## src/rtl/adder_pkg.sv

```systemverilog
// Shared types and sizing helpers for the serial adder/subtractor.
package adder_pkg;

  typedef enum logic [1:0] {IDLE, RUN, DONE} state_t;

  localparam int DEF_WIDTH = 16;
  localparam int DEF_CHUNK = 2;

  function automatic int num_chunks(input int width, input int chunk);
    return width / chunk;
  endfunction

  function automatic bit cfg_ok(input int width, input int chunk);
    return (chunk > 0) && (width >= chunk) && ((width % chunk) == 0);
  endfunction

endpackage

```

## src/rtl/adder_chunk.sv

```systemverilog
// Combinational CHUNK-bit ripple slice; c_msb is the carry into the top bit.
module adder_chunk #(
  parameter int CHUNK = 2
) (
  input  logic [CHUNK-1:0] a,
  input  logic [CHUNK-1:0] b,
  input  logic             c_in,
  output logic [CHUNK-1:0] s,
  output logic             c_out,
  output logic             c_msb
);

  always_comb begin
    logic c;
    c     = c_in;
    s     = '0;
    c_msb = 1'b0;
    for (int i = 0; i < CHUNK; i++) begin
      if (i == CHUNK - 1) c_msb = c;
      s[i] = a[i] ^ b[i] ^ c;
      c    = (a[i] & b[i]) | (c & (a[i] ^ b[i]));
    end
    c_out = c;
  end

endmodule

```

## src/rtl/adder_serial.sv

```systemverilog
// Multi-cycle adder/subtractor, CHUNK bits per clock, LS chunk first.
// Define ADDER_SERIAL_OVF_EN to add the signed-overflow output ovf.
module adder_serial
  import adder_pkg::*;
#(
  parameter int WIDTH = DEF_WIDTH,
  parameter int CHUNK = DEF_CHUNK
) (
  input  logic             clk,
  input  logic             rst_n,
  input  logic             in_valid,
  output logic             in_ready,
  input  logic [WIDTH-1:0] a,
  input  logic [WIDTH-1:0] b,
  input  logic             c_in,
  input  logic             sub,
  output logic             out_valid,
  input  logic             out_ready,
  output logic [WIDTH-1:0] s,
  output logic             c_out
`ifdef ADDER_SERIAL_OVF_EN
  ,
  output logic             ovf
`endif
);

  localparam int N  = num_chunks(WIDTH, CHUNK);
  localparam int KW = (N > 1) ? $clog2(N) : 1;
  localparam logic [KW-1:0] K_LAST = KW'(N - 1);

  if (!cfg_ok(WIDTH, CHUNK)) begin : g_cfg_check
    $error("adder_serial: WIDTH must be a positive multiple of CHUNK");
  end

  state_t           r_state, w_next;
  logic [WIDTH-1:0] r_a, r_b, r_s;
  logic [KW-1:0]    r_k;
  logic             r_carry, r_cout;
  logic [CHUNK-1:0] w_a_chunk, w_b_chunk, w_sum;
  logic             w_cout, w_c_msb, w_accept, w_last;

  assign in_ready  = (r_state == IDLE) && rst_n;
  assign out_valid = (r_state == DONE);
  assign w_accept  = in_valid && in_ready;
  assign w_last    = (r_k == K_LAST);
  assign s         = r_s;
  assign c_out     = r_cout;

  always_comb begin
    w_a_chunk = r_a[int'(r_k) * CHUNK +: CHUNK];
    w_b_chunk = r_b[int'(r_k) * CHUNK +: CHUNK];
  end

  adder_chunk #(.CHUNK(CHUNK)) u_chunk (
    .a     (w_a_chunk),
    .b     (w_b_chunk),
    .c_in  (r_carry),
    .s     (w_sum),
    .c_out (w_cout),
    .c_msb (w_c_msb)
  );

  always_ff @(posedge clk) begin
    if (!rst_n) r_state <= IDLE;
    else        r_state <= w_next;
  end

  always_comb begin
    w_next = r_state;
    case (r_state)
      IDLE:    if (w_accept) w_next = RUN;
      RUN:     if (w_last) w_next = DONE;
      DONE:    if (out_ready) w_next = IDLE;
      default: w_next = IDLE;
    endcase
  end

  // Operand latches carry no reset: they are only read after an accept.
  always_ff @(posedge clk) begin
    if (w_accept) begin
      r_a <= a;
      r_b <= b ^ {WIDTH{sub}};
    end
  end

  always_ff @(posedge clk) begin
    if (!rst_n) begin
      r_k     <= '0;
      r_carry <= 1'b0;
      r_s     <= '0;
      r_cout  <= 1'b0;
    end else if (r_state == IDLE) begin
      if (w_accept) begin
        r_carry <= c_in;
        r_k     <= '0;
      end
    end else if (r_state == RUN) begin
      r_s[int'(r_k) * CHUNK +: CHUNK] <= w_sum;
      r_carry                         <= w_cout;
      r_k                             <= r_k + 1'b1;
      if (w_last) r_cout <= w_cout;
    end
  end

`ifdef ADDER_SERIAL_OVF_EN
  logic r_ovf;
  assign ovf = r_ovf;

  always_ff @(posedge clk) begin
    if (!rst_n)                          r_ovf <= 1'b0;
    else if (r_state == RUN && w_last)   r_ovf <= w_c_msb ^ w_cout;
  end
`else
  logic w_unused_c_msb;
  assign w_unused_c_msb = w_c_msb;
`endif

endmodule

```

## config.mk

```make
export PLATFORM = sky130hd
export DESIGN_NAME = adder_serial
export DESIGN_NICKNAME = d
export VERILOG_FILES = /design/src/rtl/adder_pkg.sv /design/src/rtl/adder_chunk.sv /design/src/rtl/adder_serial.sv
export SDC_FILE = /design/constraint.sdc
export NUM_CORES = 1
export LEC_CHECK = 0
export BUFFER_PORTS_ARGS = -buffer_cell sky130_fd_sc_hd__buf_2
export CELL_PAD_IN_SITES_DETAIL_PLACEMENT = 0
export CELL_PAD_IN_SITES_GLOBAL_PLACEMENT = 1
export CORE_MARGIN = 3
export CORE_UTILIZATION = 43
export DETAILED_ROUTE_END_ITERATION = 10
export PLACE_DENSITY = 0.76
export SYNTH_ARGS = -nofsm -noshare
export SYNTH_HDL_FRONTEND = slang
export SYNTH_SLANG_ARGS = --single-unit
```

## constraint.sdc

```tcl
create_clock -name clk -period 3.1 [get_ports clk]
set_input_delay 0.155 -clock clk [delete_from_list [all_inputs] [get_ports clk]]
set_output_delay 0.155 -clock clk [all_outputs]
set_load 0.03 [all_outputs]
```

==> out/summary.txt, run 1 <==
========================================================================================================
Result of the run                                                                              completed
Post-CTS clock slew at the launch and capture registers of the worst setup and hold paths        0.09 ns
H-tree depth reported by CTS                                                                           2
DPL Wire Length                                                                                  3367 um
Data required time at the worst endpoint                                                         3.34 ns
Leakage power                                                                                   1.202 nW
Area share of the largest cell type after synthesis                                               37.39%
I/O pin count                                                                                         57
Final std cells w/o fill                                                                             332
Most frequent cells in the layout                                                           56 x sky130_fd_sc_hd__buf_2, 41 x sky130_fd_sc_hd__nand2_1, 32 x sky130_fd_sc_hd__edfxtp_1
Mapped Area                                                                                    2570 um^2
FP Rows                                                                                               27
Nature of the critical path endpoint                                                            register
Clock period minus final worst setup slack                                                      2.603 ns
Worst VDD drop                                                                                 0.2773 mV
Pin count of the biggest net entering global routing                                                  33
Antenna Violating Nets Remaining                                                                       0
Number of setup violations in the final report                                                         0
Total of warnings raised by yosys                                                                      0
Fin Setup TNS                                                                                       0 ns
Post-synthesis async set-or-reset flop share                                                          0%
Core occupancy in the finished layout                                                             54.00%
Resize count post-CTS                                                                                  0
Sequential area share after synthesis                                                             55.31%
Number of enable flip-flop cells after synthesis                                                      32
Initial core utilization                                                                          45.55%
Final count of hold timing violations                                                                  0
Grt ovf                                                                                                0
Maximum frequency from static timing analysis                                                  384.2 MHz
Detailed-router iteration count before antenna repair                                                  4
Worst clock skew on the final layout                                                         0.004418 ns
Worst hold path type                                                                              in2reg
Die Span Y                                                                                      83.31 um
Number of inserted filler cells in the final layout                                                  483
Number of placed instances with taps included                                                        324
Max capacitance violation total                                                                        0
Number of buffers inserted by port buffering                                                          56
Final routed wirelength across all metal layers                                                  4441 um
Net count after synthesis                                                                            251
Post-CTS repair timing setup buffer count                                                              0
Setup CP Type                                                                                    reg2reg
Max Transition Viols Final                                                                             0
Total of hold buffers inserted after clock tree synthesis                                              0
Overall power consumption                                                                     0.001513 W
CTS Root Cell                                                                               sky130_fd_sc_hd__clkbuf_8
Last weighted congestion value of the routability-driven placer                                   0.7561
WL per Instance                                                                                 13.38 um
Layout overhead on the synthesized area                                                           18.55%
Via count of the first global-routing pass                                                         1,576
Number of distinct library cell variants in the gate-level netlist after synthesis                    31
Cell count after synthesis                                                                           204
TritonCTS clock tree                                                                               built
RSZ-0062 raised after global routing                                                                  no
Commonest non-fill, non-tap cell in the layout                                              sky130_fd_sc_hd__buf_2
Portion of the clock cycle consumed by the worst path in the final layout                         83.96%
Largest driver fanout on the critical path                                                             4
Cell area power density                                                                     496.6 nW/um^2
Overall die width                                                                               83.31 um
DRC violation count after routing                                                                      0
Antenna violations before repair                                                                       0
Detailed-route via count                                                                           1,590
Headroom to the max-slew limit                                                                    57.25%
Antenna cells                                                                                          0
Detailed router's first-iteration violation count                                                     45
Floorplan Core Area                                                                            5642 um^2
Least-Margin Pin Slew                                                                          0.6323 ns
Clk Latency, worst-skew pair                                                                     0.30 ns
Critical path data arrival time                                                                  2.84 ns
Die Area                                                                                       6941 um^2
Fraction of final layout cells with drive strength greater than 1                                 30.38%
Wire length of the first global-routing pass                                                     7417 um
Global-route usage over all layers                                                                13.22%
Largest area contributor in the netlist                                                     sky130_fd_sc_hd__edfxtp_1
Maximum root-to-sink buffer count                                                                      2
Primary FF master, synth                                                                    sky130_fd_sc_hd__edfxtp_1
CTS Buf Count                                                                                          5
Number of sinks on the clock net                                                                      55
Flip-flop and latch count after synthesis                                                             55
Number of nets in the final layout                                                                   306
Via density per instance                                                                           4.789
CP Launch Type                                                                                  register
Area contributors post-synth                                                                sky130_fd_sc_hd__edfxtp_1 37%, sky130_fd_sc_hd__dfxtp_1 18%, sky130_fd_sc_hd__mux4_2 7.0%, sky130_fd_sc_hd__mux2i_1 6.2%, sky130_fd_sc_hd__nand2_1 6.0%
Avg Cell Area, Syn                                                                            12.60 um^2
========================================================================================================
-- path summary, 6_finish.rpt --
path                            start                 end  slack, ns  cells past startpoint
hold reg to reg     s[1]$_SDFFE_PN0P_   s[1]$_SDFFE_PN0P_       0.46                      2
setup reg to reg  r_k[1]$_SDFFE_PN0P_  s[11]$_SDFFE_PN0P_       0.50                      8
setup / recovery  r_k[1]$_SDFFE_PN0P_  s[11]$_SDFFE_PN0P_       0.50                      8
hold / removal                   a[9]    r_a[9]$_DFFE_PP_       0.02                      1
-- layer usage --
metal  wire length (um)  up-vias  track usage, %
met5                  0        -               0
met4                 57        0           4.903
met3                218        5           3.373
li1                   -      822               -
met1               2097      728           17.85
met2               2067       35           20.55
-- cells in the mapped netlist (2+ instances only) --
cell / instances
sky130_fd_sc_hd__clkbuf_1: 7
sky130_fd_sc_hd__nand2b_1: 3
sky130_fd_sc_hd__nor2b_1: 3
sky130_fd_sc_hd__mux2i_1: 16
sky130_fd_sc_hd__nor2_1: 3
sky130_fd_sc_hd__ha_1: 7
sky130_fd_sc_hd__nand3_1: 3
sky130_fd_sc_hd__nand2_1: 41
sky130_fd_sc_hd__nor4b_4: 2
sky130_fd_sc_hd__o21ai_0: 3
sky130_fd_sc_hd__xor2_1: 16
sky130_fd_sc_hd__and3b_1: 2
sky130_fd_sc_hd__fa_1: 2
sky130_fd_sc_hd__nor3_1: 4
sky130_fd_sc_hd__inv_1: 8
sky130_fd_sc_hd__buf_2: 3
sky130_fd_sc_hd__nor4b_1: 3
sky130_fd_sc_hd__edfxtp_1: 32
sky130_fd_sc_hd__a21boi_0: 5
sky130_fd_sc_hd__mux4_2: 8
sky130_fd_sc_hd__dfxtp_1: 23
-- flip-flops by register name (all words and copies together), names as in the netlist --
register,flops
r_carry,1
r_state,2
c_out,1
r_b,16
r_a,16
r_k,3
s,16
-- cell families after synthesis --
logic type               share of synthesized area [%]
AND/OR/NAND/NOR                                  14.70
flip-flops                                       55.31
multiplexers                                     13.24
buffers and inverters                            3.213
XOR/XNOR                                         5.453
AO/OA/AOI/OAI                                    3.116
adder cells (fa/ha/maj)                          4.966
-- worst max-delay path: stages, from the launching register on --
cell and delay [ns]:
sky130_fd_sc_hd__dfxtp_1 0.42, sky130_fd_sc_hd__mux4_2 0.53, sky130_fd_sc_hd__nand2_1 0.08, sky130_fd_sc_hd__nand2_1 0.08, sky130_fd_sc_hd__fa_1 0.41, sky130_fd_sc_hd__fa_1 0.52, sky130_fd_sc_hd__and3b_1 0.23, sky130_fd_sc_hd__nand3_1 0.11
sky130_fd_sc_hd__mux2i_1 0.16
-- stage by stage --
stage | area [um^2] | hold slack, ns | setup slack (ns)
final | 3047 | 0.02427 | 0.4974
after global routing | 3047 | 0.006692 | 0.3023
after CTS | 3047 | 0.01325 | 0.4666
after detailed placement | 2910 | 0.3331 | 0.4948
after global placement | 2910 | 0.3329 | 0.5813
after floorplan | 2570 | 0.2539 | 0.4077
-- final cells by class --
cell class	count	area, um^2	share of cell area (%)
flip-flops and latches	55	1421	46.65
inverters	8	30.03	0.9856
clock buffers	5	68.82	2.259
well taps	72	90.09	2.957
multi-input cells	130	1066	34.99
clock inverters	3	67.56	2.218
repair buffers	59	302.8	9.938
-- power by group --
group / leakage, nW / switching (W) / internal (W)
clock network: 0.0644 / 0.000223 / 0.000322
logic: 0.656 / 0.0000839 / 0.0000684
registers: 0.482 / 0.0000140 / 0.000802
total: 1.20 / 0.000320 / 0.00119
No activity file was read; power rests on OpenSTA's default activity.
==> run 2: changes to the inputs <==
==> constraint.sdc (replaced) <==
create_clock -name clk -period 2.53 [get_ports clk]
set_input_delay 0.1265 -clock clk [delete_from_list [all_inputs] [get_ports clk]]
set_output_delay 0.1265 -clock clk [all_outputs]
set_load 0.03 [all_outputs]
==> out/summary.txt, run 2 (same netlist as run 1, synthesis figures left out) <==
========================================================================================================
Result of the run                                                                              completed   unchanged
Largest driver fanout on the critical path                                                             4   unchanged
Leakage power                                                                                   1.284 nW   was 1.202 nW
Startpoint of the most critical hold path                                                      out_ready   was a[9]
Setup slack of the most critical reg-to-reg path                                                  0.1 ns   was 0.50 ns
Antenna violations before repair                                                                       0   unchanged
RR Startpoint                                                                               r_k[2]$_SDFFE_PN0P_   was r_k[1]$_SDFFE_PN0P_
H-tree depth reported by CTS                                                                           2   unchanged
End of the worst register-to-register path                                                  s[11]$_SDFFE_PN0P_   unchanged
Clock period minus final worst setup slack                                                      2.432 ns   was 2.603 ns
Detailed-router iteration count before antenna repair                                                  4   unchanged
I/O pin count                                                                                         57   unchanged
Wire length of the first global-routing pass                                                     8355 um   was 7417 um
Die Area                                                                                       6941 um^2   unchanged
Maximum frequency from static timing analysis                                                  411.3 MHz   was 384.2 MHz
Die Span Y                                                                                      83.31 um   unchanged
Cell depth of the worst hold path                                                                      3   was 1
Met1 demand-to-capacity share in global routing                                                   20.36%   was 17.85%
Nature of the critical path endpoint                                                            register   unchanged
Share of total power in the clock network                                                          29.0%   was 36.0%
Number of nets in the final layout                                                                   328   was 306
Antenna cells                                                                                          0   unchanged
Antenna Violating Nets Remaining                                                                       0   unchanged
RSZ-0062 raised after global routing                                                                 yes   was no
Part of the power in combinational logic                                                           12.7%   was 10.1%
Busiest metal layer after global routing                                                            met2   unchanged
Last weighted congestion value of the routability-driven placer                                   0.7361   was 0.7561
CP Launch Type                                                                                  register   unchanged
Via count of the first global-routing pass                                                         1,721   was 1,576
Number of sinks on the clock net                                                                      55   unchanged
CTS Root Cell                                                                               sky130_fd_sc_hd__clkbuf_8   unchanged
Post-CTS repair timing setup buffer count                                                              0   unchanged
Cell area power density                                                                     526.9 nW/um^2   was 496.6 nW/um^2
Worst-path cell chain                                                                       mux4_2, nand2_1, nand2_2, fa_2, fa_1, and3b_2, nand3_2, mux2i_1   was mux4_2, nand2_1, nand2_1, fa_1, fa_1, and3b_1, nand3_1, mux2i_1
Headroom to the max-slew limit                                                                    56.74%   was 57.25%
Power dissipated by switching net loads                                                      0.0004238 W   was 0.0003205 W
WHS Endpoint                                                                                r_state[1]$_SDFFE_PN0P_   was r_a[9]$_DFFE_PP_
Pin count of the biggest net entering global routing                                                  33   unchanged
Fin Setup TNS                                                                                       0 ns   unchanged
DPL Wire Length                                                                                  3463 um   was 3367 um
Worst clock skew on the final layout                                                         0.004886 ns   was 0.004418 ns
Max incr delay on CP                                                                             0.50 ns   was 0.53 ns
Internal power consumption                                                                    0.001284 W   was 0.001192 W
Data required time at the worst endpoint                                                         2.78 ns   was 3.34 ns
Met3 GRT Util                                                                                     3.571%   was 3.373%
Final routed wirelength across all metal layers                                                  4814 um   was 4441 um
CTS Buf Count                                                                                          5   unchanged
Critical path data arrival time                                                                  2.68 ns   was 2.84 ns
Slowest cell on the critical path                                                           sky130_fd_sc_hd__fa_1   was sky130_fd_sc_hd__mux4_2
Maximum root-to-sink buffer count                                                                      2   unchanged
Floorplan Core Area                                                                            5642 um^2   unchanged
Portion of the clock cycle consumed by the worst path in the final layout                         96.11%   was 83.96%
Detailed-route via count                                                                           1,691   was 1,590
Number of placed instances with taps included                                                        330   was 324
Worst hold path type                                                                              in2reg   unchanged
TritonCTS clock tree                                                                               built   unchanged
FP Rows                                                                                               27   unchanged
Max capacitance violation total                                                                        0   unchanged
Final std cells w/o fill                                                                             354   was 332
Via density per instance                                                                           4.777   was 4.789
Global-route usage over all layers                                                                14.98%   was 13.22%
Grt ovf                                                                                                0   unchanged
Core occupancy in the finished layout                                                             57.44%   was 54.00%
Commonest non-fill, non-tap cell in the layout                                              sky130_fd_sc_hd__buf_2   unchanged
Reg power frac                                                                                     58.3%   was 54.0%
Final count of hold timing violations                                                                  0   unchanged
Detailed router's first-iteration violation count                                                    108   was 45
Net Sw Frac                                                                                       24.82%   was 21.18%
Layout overhead on the synthesized area                                                           26.10%   was 18.55%
Clk Latency, worst-skew pair                                                                     0.32 ns   was 0.30 ns
Overall die width                                                                               83.31 um   unchanged
WL per Instance                                                                                 13.60 um   was 13.38 um
Number of buffers inserted by port buffering                                                          56   unchanged
Reg2reg path depth                                                                                     8   unchanged
Number of setup violations in the final report                                                         0   unchanged
Least-Margin Pin Slew                                                                          0.6439 ns   was 0.6323 ns
Most frequent cells in the layout                                                           56 x sky130_fd_sc_hd__buf_2, 38 x sky130_fd_sc_hd__nand2_1, 32 x sky130_fd_sc_hd__edfxtp_1   was 56 x sky130_fd_sc_hd__buf_2, 41 x sky130_fd_sc_hd__nand2_1, 32 x sky130_fd_sc_hd__edfxtp_1
Total placed instance area                                                                     2957 um^2   was 2910 um^2
Initial core utilization                                                                          45.55%   unchanged
Design Area, Final                                                                             3241 um^2   was 3047 um^2
Global routing usage on met2                                                                      23.40%   was 20.55%
Fraction of final layout cells with drive strength greater than 1                                 32.98%   was 30.38%
Max Transition Viols Final                                                                             0   unchanged
Worst VDD drop                                                                                 0.3031 mV   was 0.2773 mV
Post-CTS clock slew at the launch and capture registers of the worst setup and hold paths        0.10 ns   was 0.09 ns
DRC violation count after routing                                                                      0   unchanged
Setup CP Type                                                                                    reg2reg   unchanged
========================================================================================================
==> run 2: cell types whose count changed in the layout (fill, tap and decap cells not counted), moves of 2 or more <==
cell / delta
sky130_fd_sc_hd__nand2_1: -3
sky130_fd_sc_hd__dfxtp_1: -2
sky130_fd_sc_hd__dfxtp_4: +2
sky130_fd_sc_hd__bufinv_16: -2
sky130_fd_sc_hd__clkinv_4: +2
sky130_fd_sc_hd__nand2_2: +3
sky130_fd_sc_hd__buf_4: +5
sky130_fd_sc_hd__dlygate4sd3_1: +16
==> run 2: per-layer routing <==
metal / routed length (um) / part of all wire [%] / up-vias
met5: 0 / 0 / -
met4: 83 / 1.7 / 0
met3: 224 / 4.7 / 7
met2: 2265 / 47 / 42
met1: 2241 / 47 / 780
li1: - / - / 862
==> run 2: layout make-up <==
type,instances,area (um^2)
fill,468,2401
sequential,55,1429
multi-input combinational,130,1082
timing repair buffer,81,515.5
tap,72,90.09
clock buffer,5,68.82
inverter,8,30.03
clock inverter,3,25.02
==> run 2: worst max path at each step <==
stage                        startpoint                  to  slack [ns]  depth (start not counted)
floorplan           r_k[1]$_SDFFE_PN0P_  s[11]$_SDFFE_PN0P_       0.002                          9
global placement    r_k[2]$_SDFFE_PN0P_  s[11]$_SDFFE_PN0P_        0.09                          8
detailed placement  r_k[2]$_SDFFE_PN0P_   s[3]$_SDFFE_PN0P_       0.009                          8
CTS                 r_k[1]$_SDFFE_PN0P_  s[11]$_SDFFE_PN0P_       0.007                          8
global route        r_k[2]$_SDFFE_PN0P_  s[11]$_SDFFE_PN0P_       -0.02                          8
finish              r_k[2]$_SDFFE_PN0P_  s[11]$_SDFFE_PN0P_         0.1                          8
==> run 2: power by group through the flow <==
stage	Clock, W	Sequential [W]	Combinational [W]
6_report	0.000494	0.000996	0.000217
5_1_grt	0.000553	0.00100	0.000239
4_1_cts	0.000513	0.000998	0.000214
3_5_place_dp	0	0.00102	0.000194
3_3_place_gp	0	0.00102	0.000193
2_1_floorplan	0	0.00102	0.000127
==> run 2: worst max-delay path, delay by kind of cell (launching register included) <==
family / cells / cell delay, ns
adder cells (fa/ha/maj): 2 / 0.86
flip-flops: 1 / 0.38
multiplexers: 2 / 0.61
AND/OR/NAND/NOR: 4 / 0.51
==> run 2: metrics by stage <==
step	setup slack, ns	hold slack (ns)	power [W]
floorplan	0.002105	0.2254	0.001146
finish	0.09840	0.08577	0.001707
CTS	0.007350	0.07321	0.001724
global placement	0.08703	0.3041	0.001211
detailed placement	0.009056	0.3046	0.001213
global route	-0.01917	0.08268	0.001792
==> run 2: what timing repair did <==
| action | in CTS | in global routing |
|---|---|---|
| endpoints found under the setup margin | 4 | 7 |
| endpoints found under the hold margin | 16 | 0 |
| hold buffers | 16 | 0 |
| resized for setup | 2 | 9 |
| pin swaps | 0 | 1 |
